==> src/rtl/interrupt_arbiter_if.sv <==
// Interrupt arbiter port bundle: peripheral request lines, CPU trap handshake,
// data bus slave signals and a debug view of the arbiter FSM state.
//
// Handshake: the arbiter raises cpu_irq_req (with cpu_irq_cause stable) and
// holds it until either the core pulses cpu_irq_ack (request consumed, trap
// taken) or the line becomes ineligible before an ack arrives (request
// withdrawn). After an ack the core signals end of handler with cpu_irq_done.
interface interrupt_arbiter_if #(
    parameter int NUM_IRQ = 8
);
    logic [NUM_IRQ-1:0] irq_n;
    logic               cpu_irq_req;
    logic [3:0]         cpu_irq_cause;
    logic               cpu_irq_ack;
    logic               cpu_irq_done;
    logic [15:0]        data_bus_write;
    logic [15:0]        data_bus_read;
    logic [31:0]        data_bus_addr;
    logic [1:0]         data_bus_mode;
    logic               data_bus_select;
    logic [1:0]         fsm_state;

    modport master (
        output irq_n, cpu_irq_ack, cpu_irq_done,
        output data_bus_write, data_bus_addr, data_bus_mode, data_bus_select,
        input  cpu_irq_req, cpu_irq_cause, data_bus_read, fsm_state
    );

    modport slave (
        input  irq_n, cpu_irq_ack, cpu_irq_done,
        input  data_bus_write, data_bus_addr, data_bus_mode, data_bus_select,
        output cpu_irq_req, cpu_irq_cause, data_bus_read, fsm_state
    );
endinterface

==> src/rtl/interrupt_arbiter.sv <==
// Interrupt arbiter: latches active-low request pulses into sticky pending
// flags, masks them, picks the lowest index and runs a req/ack/done handshake
// with the core. Registers: MASK +0x0, PENDING +0x4 (W1C), ACTIVE +0x8,
// CTRL +0xC (bit0 enable), OVERFLOW +0x10.
// Optional feature macro: INTERRUPT_ARBITER_OVERFLOW_EN enables the OVERFLOW
// register (new falling edge while already pending); otherwise it reads 0.
module interrupt_arbiter #(
    parameter int          NUM_IRQ   = 8,
    parameter logic [31:0] BASE_ADDR = 32'h4000
) (
    input  logic clk,
    input  logic reset,
    interrupt_arbiter_if.slave bus
);
    typedef enum logic [1:0] {
        S_IDLE    = 2'd0,
        S_REQUEST = 2'd1,
        S_SERVICE = 2'd2
    } state_t;

    state_t             state_q;
    logic               req_q;
    logic [3:0]         cause_q;
    logic [NUM_IRQ-1:0] irq_sync;
    logic [NUM_IRQ-1:0] mask_q;
    logic [NUM_IRQ-1:0] pending_q;
    logic [NUM_IRQ-1:0] active_q;
    logic               enable_q;

    logic               wr_en;
    logic               hit_mask;
    logic               hit_pend;
    logic               hit_ctrl;
    logic [NUM_IRQ-1:0] wr_data;
    logic [NUM_IRQ-1:0] eligible;
    logic [NUM_IRQ-1:0] cause_onehot;
    logic               cause_eligible;
    logic               any_eligible;
    logic [3:0]         win_idx;
    logic               ack_take;
    logic [NUM_IRQ-1:0] pend_clr;
    logic [NUM_IRQ-1:0] pending_nxt;
    logic [NUM_IRQ-1:0] ovf_view;
    logic [15:0]        rd_data;
    logic               unused_bits;

    assign wr_en    = (bus.data_bus_mode == 2'b10) && bus.data_bus_select;
    assign hit_mask = wr_en && (bus.data_bus_addr == BASE_ADDR);
    assign hit_pend = wr_en && (bus.data_bus_addr == BASE_ADDR + 32'h4);
    assign hit_ctrl = wr_en && (bus.data_bus_addr == BASE_ADDR + 32'hC);
    assign wr_data  = bus.data_bus_write[NUM_IRQ-1:0];

    // Upper write-data bits beyond the implemented lines carry no meaning.
    assign unused_bits = ^bus.data_bus_write;

    assign eligible       = pending_q & mask_q & {NUM_IRQ{enable_q}};
    assign any_eligible   = |eligible;
    assign cause_onehot   = NUM_IRQ'(1) << cause_q;
    assign cause_eligible = |(eligible & cause_onehot);
    assign ack_take       = (state_q == S_REQUEST) && bus.cpu_irq_ack;

    // Fixed priority: scan downwards so the lowest eligible index is kept.
    always_comb begin
        win_idx = 4'd0;
        for (int i = NUM_IRQ - 1; i >= 0; i--) begin
            if (eligible[i]) win_idx = 4'(i);
        end
    end

    // Sticky pending: W1C and ack clear first, then new requests set (set wins).
    always_comb begin
        pend_clr = '0;
        if (hit_pend) pend_clr = pend_clr | wr_data;
        if (ack_take) pend_clr = pend_clr | cause_onehot;
        pending_nxt = (pending_q & ~pend_clr) | ~irq_sync;
    end

    // Input stage, configuration registers and pending flags.
    always_ff @(posedge clk) begin
        if (reset) begin
            irq_sync  <= '1;
            mask_q    <= '0;
            enable_q  <= 1'b0;
            pending_q <= '0;
        end else begin
            irq_sync  <= bus.irq_n;
            pending_q <= pending_nxt;
            if (hit_mask) mask_q   <= wr_data;
            if (hit_ctrl) enable_q <= bus.data_bus_write[0];
        end
    end

`ifdef INTERRUPT_ARBITER_OVERFLOW_EN
    logic               hit_ovf;
    logic [NUM_IRQ-1:0] irq_prev_q;
    logic [NUM_IRQ-1:0] ovf_q;
    logic [NUM_IRQ-1:0] ovf_set;

    assign hit_ovf = wr_en && (bus.data_bus_addr == BASE_ADDR + 32'h10);
    // A fresh falling edge on a line whose previous request is still pending.
    assign ovf_set = ~irq_sync & pending_q & irq_prev_q;

    // Overflow flags: W1C with set taking precedence.
    always_ff @(posedge clk) begin
        if (reset) begin
            irq_prev_q <= '1;
            ovf_q      <= '0;
        end else begin
            irq_prev_q <= irq_sync;
            ovf_q      <= (ovf_q & ~(hit_ovf ? wr_data : '0)) | ovf_set;
        end
    end

    assign ovf_view = ovf_q;
`else
    assign ovf_view = '0;
`endif

    // Request/acknowledge/done handshake with registered req and cause.
    always_ff @(posedge clk) begin
        if (reset) begin
            state_q  <= S_IDLE;
            req_q    <= 1'b0;
            cause_q  <= 4'd0;
            active_q <= '0;
        end else begin
            case (state_q)
                S_IDLE: begin
                    if (any_eligible) begin
                        state_q <= S_REQUEST;
                        req_q   <= 1'b1;
                        cause_q <= win_idx;
                    end
                end
                S_REQUEST: begin
                    if (bus.cpu_irq_ack) begin
                        state_q  <= S_SERVICE;
                        req_q    <= 1'b0;
                        active_q <= cause_onehot;
                    end else if (!cause_eligible) begin
                        state_q <= S_IDLE;
                        req_q   <= 1'b0;
                    end
                end
                S_SERVICE: begin
                    if (bus.cpu_irq_done) begin
                        state_q  <= S_IDLE;
                        active_q <= '0;
                    end
                end
                default: begin
                    state_q <= S_IDLE;
                    req_q   <= 1'b0;
                end
            endcase
        end
    end

    // Register readback, decoded from the address alone.
    always_comb begin
        rd_data = '0;
        if (bus.data_bus_addr == BASE_ADDR)
            rd_data[NUM_IRQ-1:0] = mask_q;
        else if (bus.data_bus_addr == BASE_ADDR + 32'h4)
            rd_data[NUM_IRQ-1:0] = pending_q;
        else if (bus.data_bus_addr == BASE_ADDR + 32'h8)
            rd_data[NUM_IRQ-1:0] = active_q;
        else if (bus.data_bus_addr == BASE_ADDR + 32'hC)
            rd_data[0] = enable_q;
        else if (bus.data_bus_addr == BASE_ADDR + 32'h10)
            rd_data[NUM_IRQ-1:0] = ovf_view;
    end

    assign bus.cpu_irq_req   = req_q;
    assign bus.cpu_irq_cause = cause_q;
    assign bus.data_bus_read = rd_data;
    assign bus.fsm_state     = state_q;
endmodule

==> src/flat_wrapper.sv <==
// flat-port wrapper written by rule: the top's interface ports become plain ports
module interrupt_arbiter_flat 
#(
    parameter int          NUM_IRQ   = 8,
    parameter logic [31:0] BASE_ADDR = 32'h4000
)
  (clk, reset, bus_irq_n, bus_cpu_irq_ack, bus_cpu_irq_done, bus_data_bus_write, bus_data_bus_addr, bus_data_bus_mode, bus_data_bus_select, bus_cpu_irq_req, bus_cpu_irq_cause, bus_data_bus_read, bus_fsm_state);
  interrupt_arbiter_if #(.NUM_IRQ(NUM_IRQ)) bus_i ();
  input  logic clk;
  input  logic reset;
  input wire logic [$bits(bus_i.irq_n)-1:0] bus_irq_n;
  input wire logic [$bits(bus_i.cpu_irq_ack)-1:0] bus_cpu_irq_ack;
  input wire logic [$bits(bus_i.cpu_irq_done)-1:0] bus_cpu_irq_done;
  input wire logic [$bits(bus_i.data_bus_write)-1:0] bus_data_bus_write;
  input wire logic [$bits(bus_i.data_bus_addr)-1:0] bus_data_bus_addr;
  input wire logic [$bits(bus_i.data_bus_mode)-1:0] bus_data_bus_mode;
  input wire logic [$bits(bus_i.data_bus_select)-1:0] bus_data_bus_select;
  output wire logic [$bits(bus_i.cpu_irq_req)-1:0] bus_cpu_irq_req;
  output wire logic [$bits(bus_i.cpu_irq_cause)-1:0] bus_cpu_irq_cause;
  output wire logic [$bits(bus_i.data_bus_read)-1:0] bus_data_bus_read;
  output wire logic [$bits(bus_i.fsm_state)-1:0] bus_fsm_state;
  assign bus_i.irq_n = bus_irq_n;
  assign bus_i.cpu_irq_ack = bus_cpu_irq_ack;
  assign bus_i.cpu_irq_done = bus_cpu_irq_done;
  assign bus_i.data_bus_write = bus_data_bus_write;
  assign bus_i.data_bus_addr = bus_data_bus_addr;
  assign bus_i.data_bus_mode = bus_data_bus_mode;
  assign bus_i.data_bus_select = bus_data_bus_select;
  assign bus_cpu_irq_req = bus_i.cpu_irq_req;
  assign bus_cpu_irq_cause = bus_i.cpu_irq_cause;
  assign bus_data_bus_read = bus_i.data_bus_read;
  assign bus_fsm_state = bus_i.fsm_state;
  interrupt_arbiter #(.NUM_IRQ(NUM_IRQ), .BASE_ADDR(BASE_ADDR)) u_core (.clk(clk), .reset(reset), .bus(bus_i));
endmodule
==> config.mk <==
export PLATFORM = sky130hd
export DESIGN_NAME = interrupt_arbiter_flat
export DESIGN_NICKNAME = d
export VERILOG_FILES = /design/src/rtl/interrupt_arbiter_if.sv /design/src/rtl/interrupt_arbiter.sv /design/src/flat_wrapper.sv
export SDC_FILE = /design/constraint.sdc
export NUM_CORES = 1
export LEC_CHECK = 0
export CAP_MARGIN = 20
export CORE_ASPECT_RATIO = 0.9
export CORE_MARGIN = 5
export CORE_UTILIZATION = 35
export CTS_CLUSTER_DIAMETER = 100
export CTS_CLUSTER_SIZE = 8
export DETAILED_ROUTE_END_ITERATION = 10
export PLACE_DENSITY = 0.69
export SYNTH_ARGS = -nofsm -noshare
export SYNTH_HDL_FRONTEND = slang
export SYNTH_SLANG_ARGS = --single-unit
==> constraint.sdc <==
create_clock -name clk -period 2.1 [get_ports clk]
set_input_delay 0.42 -clock clk [delete_from_list [all_inputs] [get_ports clk]]
set_output_delay 0.42 -clock clk [all_outputs]
set_load 0.005 [all_outputs]
; Word level (Yosys, flattened, before mapping)
; Index checks and enable logic that the tools add are counted.
[word_totals]
reg_bits = 40
latchBits = 0
ram_bits = 0
rom_bits = 0
out_inout_bits = 23
wordCells = 68
n_memories = 0
[op_classes]
add_sub_neg = 0
multipliers = 0
div = 0
magnitude_cmp = 0
eq_ne = 11
shift = 1
muxes = 26
bitwise_logic = 9
reduce_logical = 13
[op_table]
columns = cell, n
row1 = "32-bit by 15-bit equality test with 1-bit output, second input constant", 4
row2 = 8-bit two-way mux, 7
row3 = 8-bit bitwise AND, 4
row4 = 4-bit two-way mux, 7
row5 = 8-bit inverter, 2
row6 = 8-bit OR, 2
row7 = 8-bit case mux with 2 select lines, 1
row8 = 8-bit OR reduction, 2
row9 = 3-bit AND reduction, 3
row10 = 2-bit two-way mux, 4
row11 = "1-bit by 4-bit << shifter with 8-bit output, first input constant", 1
row12 = 2-bit case mux with 3 select lines, 1
row13 = 1-bit logical AND, 5
row14 = "2-bit equality test, second input constant", 2
row15 = 1-bit two-way mux, 4
row16 = "2-bit != test, second input constant", 2
row17 = 3-bit two-way mux, 1
row18 = "3-bit != test, second input constant", 1
row19 = 1-bit case mux with 3 select lines, 1
row20 = "2-bit by 1-bit equality test with 1-bit output, second input constant", 1
row21 = 2-bit logical NOT, 1
row22 = "2-bit by 1-bit != test with 1-bit output, second input constant", 1
row23 = 2-bit AND reduction, 1
row24 = 2-bit nonzero test, 1
row25 = 1-bit inverter, 1

; Longest topological paths before layout
[depth]
depth_word = 10
ltp_mapped = 6
depth_no_buf = 5

; Least setup slack after synthesis
; No wires, ideal clock.
[synth_timing]
path_type = input to register
startpoint = in bus_data_bus_addr[15]
endpoint = reg u_core.enable_q
arrival_ns = 1.608
t_required_ns = 1.983
path_slack_ns = 0.375
path_stages = 5
path_buffers = 0
cell_sequence = nor4b_2 -> nand4_1 -> or4_1 -> mux2i_1 -> nor2_1
[synth_between]
elab_chain_len = 2
[synth_lines]
columns = item, line
row1 = start: declaration, flat_wrapper.sv:15  ; input wire logic [$bits(bus_i.data_bus_addr)-1:0] bus_data_bus_addr;
row2 = 32-bit by 15-bit equality test with 1-bit output, interrupt_arbiter.sv:50  ; assign hit_ctrl = wr_en && (bus.data_bus_addr == BASE_ADDR + 32'hC);
row3 = 1-bit logical AND, interrupt_arbiter.sv:50
row4 = end signal: assignment, interrupt_arbiter.sv:89  ; if (hit_ctrl) enable_q <= bus.data_bus_write[0];
row5 = end: declaration, interrupt_arbiter.sv:28  ; logic enable_q;
; No other way between the ends.
; A chain may end at the register's enable or synchronous reset.

; Worst setup path after layout
[layout_timing]
startpoint = in bus_data_bus_addr[19]
endpoint = out bus_data_bus_read[0]
[layout_between]
elab_chain_len = 5
elab_cells_between_ends = 8
cone_classes = eq/ne (4) / mux (4)
[layout_lines]
columns = item, line
row1 = 32-bit by 15-bit equality test with 1-bit output, interrupt_arbiter.sv:168  ; else if (bus.data_bus_addr == BASE_ADDR + 32'hC)
row2 = 1-bit two-way mux, interrupt_arbiter.sv:168
row3 = 8-bit two-way mux, interrupt_arbiter.sv:166  ; else if (bus.data_bus_addr == BASE_ADDR + 32'h8)
row4 = 8-bit two-way mux, interrupt_arbiter.sv:164  ; else if (bus.data_bus_addr == BASE_ADDR + 32'h4)
row5 = 8-bit two-way mux (*), interrupt_arbiter.sv:162  ; if (bus.data_bus_addr == BASE_ADDR)
row6 = end: declaration, flat_wrapper.sv:20  ; output wire logic [$bits(bus_i.data_bus_read)-1:0] bus_data_bus_read;
; Mark *: on every way between the ends. The rest lies on a longest branch, timed or not.

==> impl_metrics.ini <==
[placed_design]
place.gp.congestion = 0.845
place_area_um2 = 2890
dp_cells = 384
io_buffers = 68
dp_slack_ns = -0.638
dp_hpwl_um = 4470

[sta]
slew_headroom = 0.464
timing.final.crit_period_ns = 2.05
timing.final.crit_share = 0.978
slew_violations = 0
fmax_ghz = 0.487
tightestPinTransition_ns = 0.800
hold_viol = 0
tns_ns = 0
setup_viol = 0
setup_slack_ns = 0.0468
whs_ns = 0.401
finClkSkew_ns = 0.00744

[clock_tree]
postCtsHoldBufs = 0
cts.htree.levels = 2
cts_sinks = 39
clkTransAtPathRegs_ns = 0.08
cts-root-buf = clkbuf_8
cts_buffer_depth = 2
cts_buffers = 5
clk_latency_ns = 0.29
cts_tree = built

[floorplanning]
die_h_um = 82.9
dieArea_um2 = 7540
start_util = 0.363
io_pins = 86
std_cell_rows = 26
fp.dieW_um = 91.0
core-area_um2 = 5690

[worst_setup_path]
crit_chain = dlygate4sd2_1 > nor4_2 > and4_4 > and3_1 > clkbuf_2
reg2reg_slack_ns = 0.56
cp-end-kind = output pin
arrival_ns = 1.63
critPathLaunchType = input pin
slowest_delay_ns = 0.33
r2r.worst_path.cells = 5
worst_ep_required_time_ns = 1.68
slowest_stage = nor4_2
timing.rr.end = u_core.bus.fsm_state[0]$_SDFFE_PP0P_
r2r-start = u_core.bus.cpu_irq_cause[1]$_SDFFE_PP0P_
path_class = in2out
critPathMaxFanout = 3

[worst_hold_path]
min_path_type = reg2reg
hold_start = u_core.irq_sync[4]$_SDFF_PP1_
hold_end = u_core.pending_q[4]$_SDFF_PP0_
holdPathStages = 1

[finish]
instances_no_fill = 405
antennaDiodeCount = 0
nets = 397
fin_area_um2 = 3130
syn_to_final_growth_pct = 51.7
drive_above_1_share = 0.206

[drt]
wl_met1_um = 2590
wl_met3_um = 476
routed_wl_um = 5890
vias = 2071
drc = 0
vias_per_cell = 5.11
drt-wirelength-per-cell_um = 14.5
met2_length_um = 2790
drt_iter0_markers = 112
ant_nets = 0
topRoutingLayerUsed = met4
first_pass_iters = 4

[synthesis]
synthXorXnorAreaFrac = 0
synth_compound_area_frac = 0.161
syn-cell-area_um2 = 2060
ys_async_sr_fraction = 0
synth-edff-count = 0
yosysWarnings = 0
synth_area_leaders = dfxtp_1, mux2i_1, a21oi_1
synthAdderAreaFrac = 0
synth_largest_area_cell = dfxtp_1
yosys.area_share.simple = 0.309
synth-seq-area-share = 0.378
synth_ff_type = dfxtp_1
synthCells = 239
synth_seq_cells = 39
avgSynthCellArea_um2 = 8.64
synth_top_area_frac = 0.378
synth_common_cells = dfxtp_1, nand2_1, nor2_1, a21oi_1, mux2i_1
synth.area.mux_share = 0.0933
synth.most_common_cell = dfxtp_1
synth_top_family_by_area = simple AND/OR/NAND/NOR gates
yosysUniqueCellTypes = 47

[global_routing]
antenna_found_initial = 0
grt_pass1_wl_um = 9740
grt_pass1_vias = 2033
track_usage = 0.153
grt.overflow.total = 0
grt_max_degree = 20

[flow_run]
drv_cap = 0

[power_and_ir_drop]
vdd_drop_max_mv = 0.398
p_per_area_nw_per_um2 = 509
p_leak_nw = 1.27

[status]
status = finished, final reports clean
power by group:
group	internal [W]	switching, W
sequential	0.000758	0.0000151
clock	0.000354	0.000270
combinational	0.000119	0.0000797
total	0.00123	0.000364
cells by family after synthesis:
family	after synthesis
AOI/OAI and AO/OA	53
buffers and inverters	20
DFF	39
muxes	18
other	1
and+or+nand+nor	108
repair_timing:
item	in CTS	in global routing
setup buffers	10	4
gates resized for setup	68	24
hold endpoints to repair	0	0
endpoints found under the setup margin	8	8
pin swaps	17	11
layout make-up:
class	count	area (um2)
well taps	70	87.6
clock inverters	3	43.8
inverters	3	11.3
multi-input cells	188	1280
flip-flops and latches	39	781
repair buffers	97	858
clock buffers	5	68.8
fillers	532	2560
routing by layer:
| metal | track usage | vias up |
|---|---|---|
| met5 | 0 | - |
| met4 | 0.0373 | 0 |
| met3 | 0.0407 | 5 |
| met2 | 0.256 | 77 |
| met1 | 0.196 | 964 |
| li1 | - | 1025 |
cell usage in the layout (no fill, tap or decap), drive strengths merged, types with 3 or more instances in the layout:
master	netlist	final
buf	14	36
dfxtp	39	39
nor4	6	6
conb	1	9
o21ai	4	4
clkdlybuf4s15	0	7
nand2	31	31
and2	4	4
a22oi	4	4
nand2b	3	3
and4	3	3
inv	3	3
nor2b	3	3
nand3	4	4
dlygate4sd2	0	20
clkbuf	3	6
a21oi	25	25
or2	8	8
nand4	5	5
nor2	30	30
clkdlybuf4s50	0	31
mux2i	17	17
a21o	8	8
critical path: cells and delay by family:
kind,cells,cell delay (ns)
AND/OR/NAND/NOR,3,0.85
buffers and inverters,2,0.37
worst max path at each step:
stage,from,to,slack (ns),cells after the start
after global routing,bus_data_bus_addr[31],bus_data_bus_read[7],-0.02,7
after global placement,bus_data_bus_addr[2],bus_data_bus_read[2],-0.61,6
after floorplan,bus_data_bus_addr[15],u_core.enable_q$_SDFFE_PP0P_,0.38,5
after detailed placement,bus_data_bus_addr[28],bus_data_bus_read[4],-0.64,6
after CTS,bus_data_bus_addr[4],bus_data_bus_read[3],0.0005,7
final,bus_data_bus_addr[19],bus_data_bus_read[0],0.05,5
per-stage QoR:
step,util,total power [W]
2_1_floorplan,-,0.000861
3_3_place_gp,0.507,0.000986
3_5_place_dp,0.507,0.000988
4_1_cts,0.535,0.00159
5_1_grt,0.550,0.00166
6_report,0.550,0.00160
registers in the layout, indices dropped and copies added, names as in the netlist:
register and count:
u_core.bus.fsm_state 2, u_core.irq_sync 8, u_core.active_q 8, u_core.pending_q 8, u_core.bus.cpu_irq_req 1, u_core.mask_q 8, u_core.enable_q 1, u_core.bus.cpu_irq_cause 3
(Power assumes the default switching activity.)
